[src/rtl/npsg_wave_sched.sv]
// Shares one synchronous wave ROM among NV PSG voices: each sample tick snapshots the
// requesting voices and reads their nibbles back-to-back in ascending voice order.
module npsg_wave_sched #(
    parameter int NV      = 3,
    parameter int AW      = 8,
    parameter int DW      = 4,
    parameter int ROM_LAT = 1
) (
    input  logic             clk,
    input  logic             rst_n,
    input  logic             tick,
    input  logic [NV-1:0]    req,
    input  logic [NV*AW-1:0] req_addr,
    output logic             rom_en,
    output logic [AW-1:0]    rom_addr,
    input  logic [DW-1:0]    rom_data,
    output logic [NV*DW-1:0] voice_data,
    output logic [NV-1:0]    voice_vld,
    output logic             busy,
    output logic             overrun,
    input  logic             clr_ovr
);

    localparam int IW = (NV > 1) ? $clog2(NV) : 1;

    typedef enum logic [1:0] {IDLE, ISSUE, DRAIN} state_e;

    state_e           state_q;
    logic [NV-1:0]    pend_q;
    logic [AW-1:0]    snap_q [NV];
    logic             rom_en_q;
    logic [AW-1:0]    rom_addr_q;
    logic [ROM_LAT:0] pv_q;
    logic [IW-1:0]    ptag_q [ROM_LAT+1];
    logic [NV*DW-1:0] vdata_q;
    logic [NV-1:0]    vld_q;
    logic             busy_q;
    logic             ovr_q;

    logic             start;
    logic [NV-1:0]    src_mask;
    logic [NV-1:0]    pend_d;
    logic             issue;
    logic [IW-1:0]    sel_idx;
    logic [AW-1:0]    sel_addr;

    // The first voice of a frame is issued on the tick edge itself, straight from
    // the live inputs; later voices come from the snapshot.
    always_comb begin
        start    = (state_q == IDLE) && tick && (req != '0);
        src_mask = '0;
        if (start) begin
            src_mask = req;
        end else if (state_q == ISSUE) begin
            src_mask = pend_q;
        end
        issue   = (src_mask != '0);
        sel_idx = '0;
        for (int i = NV - 1; i >= 0; i--) begin
            if (src_mask[i]) begin
                sel_idx = IW'(i);
            end
        end
        if (start) begin
            sel_addr = req_addr[int'(sel_idx)*AW +: AW];
        end else begin
            sel_addr = snap_q[sel_idx];
        end
        pend_d = src_mask;
        if (issue) begin
            pend_d[sel_idx] = 1'b0;
        end
    end

    always_ff @(posedge clk or negedge rst_n) begin
        if (!rst_n) begin
            state_q    <= IDLE;
            pend_q     <= '0;
            rom_en_q   <= 1'b0;
            rom_addr_q <= '0;
            pv_q       <= '0;
            vdata_q    <= '0;
            vld_q      <= '0;
            busy_q     <= 1'b0;
            ovr_q      <= 1'b0;
            for (int i = 0; i < NV; i++) begin
                snap_q[i] <= '0;
            end
            for (int j = 0; j <= ROM_LAT; j++) begin
                ptag_q[j] <= '0;
            end
        end else begin
            rom_en_q <= issue;
            if (issue) begin
                rom_addr_q <= sel_addr;
            end

            // Tag pipe: stage j lines up with the cycle j after the ROM saw rom_en.
            pv_q      <= {pv_q[ROM_LAT-1:0], issue};
            ptag_q[0] <= sel_idx;
            for (int j = 1; j <= ROM_LAT; j++) begin
                ptag_q[j] <= ptag_q[j-1];
            end

            if (pv_q[ROM_LAT]) begin
                vdata_q[int'(ptag_q[ROM_LAT])*DW +: DW] <= rom_data;
                vld_q <= NV'(1) << ptag_q[ROM_LAT];
            end else begin
                vld_q <= '0;
            end

            if (tick && busy_q) begin
                ovr_q <= 1'b1;
            end else if (clr_ovr) begin
                ovr_q <= 1'b0;
            end

            case (state_q)
                IDLE: begin
                    if (start) begin
                        for (int i = 0; i < NV; i++) begin
                            snap_q[i] <= req_addr[i*AW +: AW];
                        end
                        pend_q  <= pend_d;
                        busy_q  <= 1'b1;
                        state_q <= (pend_d == '0) ? DRAIN : ISSUE;
                    end
                end
                ISSUE: begin
                    pend_q <= pend_d;
                    if (pend_d == '0) begin
                        state_q <= DRAIN;
                    end
                end
                DRAIN: begin
                    if (pv_q == '0) begin
                        state_q <= IDLE;
                        busy_q  <= 1'b0;
                    end
                end
                default: begin
                    state_q <= IDLE;
                    busy_q  <= 1'b0;
                end
            endcase
        end
    end

    assign rom_en     = rom_en_q;
    assign rom_addr   = rom_addr_q;
    assign voice_data = vdata_q;
    assign voice_vld  = vld_q;
    assign busy       = busy_q;
    assign overrun    = ovr_q;

endmodule

[config.mk]
export PLATFORM = sky130hd
export DESIGN_NAME = npsg_wave_sched
export DESIGN_NICKNAME = d
export VERILOG_FILES = /design/src/rtl/npsg_wave_sched.sv
export SDC_FILE = /design/constraint.sdc
export NUM_CORES = 1
export LEC_CHECK = 0
export ABC_AREA = 1
export CAP_MARGIN = 15
export CORE_UTILIZATION = 45
export CTS_CLUSTER_DIAMETER = 80
export CTS_CLUSTER_SIZE = 20
export DETAILED_ROUTE_END_ITERATION = 8
export GPL_TIMING_DRIVEN = 1
export PLACE_DENSITY = 0.87
export SYNTH_ARGS = -nofsm -noshare
export SYNTH_HDL_FRONTEND = slang
export SYNTH_SLANG_ARGS = --single-unit
[constraint.sdc]
create_clock -name clk -period 1.32 [get_ports clk]
set_input_delay 0.198 -clock clk [delete_from_list [all_inputs] [get_ports clk]]
set_output_delay 0.198 -clock clk [all_outputs]
set_load 0.05 [all_outputs]
==> impl_metrics.yaml <==
timing:
  slew_viol_final: 0
  finalSetupViolCount: 21
  max_slew_margin_pct: 76.6
  worst_pin_slew_ns: 0.348
  setup_tns_ns: -3.28
  fin_worst_skew_ns: 0.00859
  rsz0062_at_grt: "yes"
  final.min_clock_period_ns: 1.62
  fmax_ghz: 0.618
  hold_viol: 0
  min_period_over_period_pct: 123
  worst_slack_ns: -0.298
clocking:
  cts.sinks: 60
  cts_made_buffers: 9
  htreeDepth: 3
  ctsLongestPathBuffers: 2
  cts_tree: "yes"
  cts.clk_slew.worst_paths_ns: 0.07
  root_buffer: "clkbuf_8"
  clk_latency_ns: 0.35
routing:
  wl_per_cell_um: 19.0
  vias: 2761
  drcViolationCount: 0
  detail-route-antenna-nets: 0
  drtIter0Drc: 248
  vias_per_cell: 5.63
  drt_wl_total_mm: 9.32
  drt_pass1_iterations: 4
worst_setup_path:
  cp.required_ns: 1.60
  rrSetupSlack_ns: -0.30
  crit_fanout: 6
  arrival_ns: 1.90
  end_kind: "flip-flop"
  worstSetupPathType: "reg -> reg"
  startpoint_type: "flip-flop"
yosys:
  synth_edf_count: 0
  async_reset_ff_share_pct: 100
  yosysTopAreaCell: "dfrtp_1"
  syn_avg_cell_area_um2: 8.63
  yosys-top-cells-count: "127 x nand2_1, 60 x dfrtp_1, 31 x nand3_1"
  synth_seq_cells: 60
  netlist_instances: 310
  synth-main-ff-cell: "dfrtp_1"
  yosysUniqueCellTypes: 22
  ys_seq_area_share_pct: 56.1
  yosys_warnings: 0
  yosysMostFrequentCell: "nand2_1"
  synth_nets: 349
  synth_area_mm2: 0.00268
  yosys-top-cells-area: "dfrtp_1 56%, nand2_1 18%, nand3_1 5.8%"
  synth_top_area_share_pct: 56.1
flow_run:
  cap_violations: 0
grt:
  grt_use_total_pct: 27.5
  grt_overflow_total: 0
  grt_max_degree: 36
  antenna_found_initial: 0
  grt_pass1_vias: 2671
  grt_pass1_wl_mm: 12.7
pwr:
  power.leakage_uw: 0.00221
  finalPower_uw: 10700
  ir_worst_vdd_mv: 1.61
  power_density_mw_per_mm2: 2420
run_status:
  status: "finished with violations"
  violations: "negative setup slack"
layout:
  antenna-diode-count: 0
  area_growth_pct: 65.2
  fin_nets: 453
  nFillCells: 339
  final_cells: 490
  layout-drive-gt1-share_pct: 31.1
  final_core_util_pct: 78.8
min_path:
  hold_path_class: "in -> async"
place:
  gp_congestion: 0.870
  dp_cells: 449
  numPortBuffers: 60
  dpl.hpwl_mm: 4.62
die:
  die_y_um: 79.1
  die_area_mm2: 0.00626
  dieWidth_um: 79.1
  rows: 27
  io_pins: 61
  coreArea_mm2: 0.00561
  start_util_pct: 47.7
[routing by layer]
metal | track usage (%) | routed length [µm] | vias to the layer above
li1 | - | - | 1201
met1 | 29.4 | 3250 | 1308
met2 | 50.2 | 4900 | 201
met3 | 5.52 | 709 | 51
met4 | 15.5 | 471 | 0
met5 | 0 | 0 | -
[repair_timing]
item / CTS / global route
endpoints found under the hold margin: 60 / 0
gates resized for setup: 45 / 36
endpoints found under the setup margin: 19 / 35
hold buffers: 1 / 0
pin swaps: 13 / 12
gates cloned: 4 / 3
setup buffers: 12 / 8
[per-stage QoR]
step / hold WS, ns / setup WS (ns) / cell area (µm²)
finish: 0.197 / -0.298 / 4420
global route: 0.208 / -0.361 / 4420
CTS: 0.211 / -0.147 / 4210
detailed placement: 0.0213 / -0.469 / 3730
global placement: 0.0194 / -0.356 / 3730
floorplan: -0.0976 / -0.0151 / 2680
[where the power goes]
group	internal [µW]	switching, µW
logic	2710	3390
registers	2600	632
clock network	670	702
total	5980	4720
[flip-flops by register name, indices dropped and copies added (netlist names)]
name and cells:
voice_vld 3, state_q 2, snap_q 24, overrun 1, voice_data 12, pend_q 3, pv_q 2, ptag_q 4
rom_addr 8, busy 1
[cells by family (layout without fill, tap and decap cells)]
family                   after synthesis  after routing  synth area share (%)
AO/OA/AOI/OAI                         23             23                  4.77
adder cells (fa/ha/maj)                4              4                  1.87
buffers and inverters                 40            144                  6.55
flip-flops                            60             60                  56.1
AND/OR/NAND/NOR                      183            187                  30.7
[final cells by class]
| class | count | area (µm²) | share of cell area (%) |
|---|---|---|---|
| Clock buffer | 13 | 139 | 3.14 |
| Inverter | 34 | 138 | 3.11 |
| Clock inverter | 2 | 12.5 | 0.283 |
| Tap cell | 72 | 90.1 | 2.04 |
| Sequential cell | 60 | 1500 | 34.0 |
| Multi-Input combinational cell | 214 | 1260 | 28.5 |
| Timing Repair Buffer | 95 | 1280 | 28.9 |
[cell usage in the layout (no fill, tap or decap), drive strengths merged]
master	instances
a21boi	1
buf	60
clkbuf	14
clkdlybuf4s50	32
clkinv	1
clkinvlp	1
dfrtp	60
dlygate4sd2	1
dlygate4sd3	1
ha	4
inv	34
nand2	135
nand3	31
nand3b	8
nand4	1
nor2	11
nor3	1
o21ai	18
o31ai	4
[critical path, stage by stage (launching register included)]
cell     delay [ns]
dfrtp_2        0.42
inv_2          0.08
nand2_4        0.06
nor2_8         0.11
buf_8          0.15
buf_12         0.12
nand3_1        0.13
nand2_1        0.15
nand2_1        0.11
nand3_2        0.09
nand2_1        0.05
nand2_1        0.08
[final timing paths]
kind / from / endpoint / depth (start not counted)
max: state_q[1] / rom_addr[5] / 11
min: rst_n / voice_vld[1] / 2
max reg2reg: state_q[1] / rom_addr[5] / 11
min reg2reg: ptag_q[3] / ptag_q[1] / 0
max in group asynchronous: rst_n / ptag_q[1] / 3
min in group clk: ptag_q[3] / ptag_q[1] / 0
No activity file was read; power rests on OpenSTA's default activity.
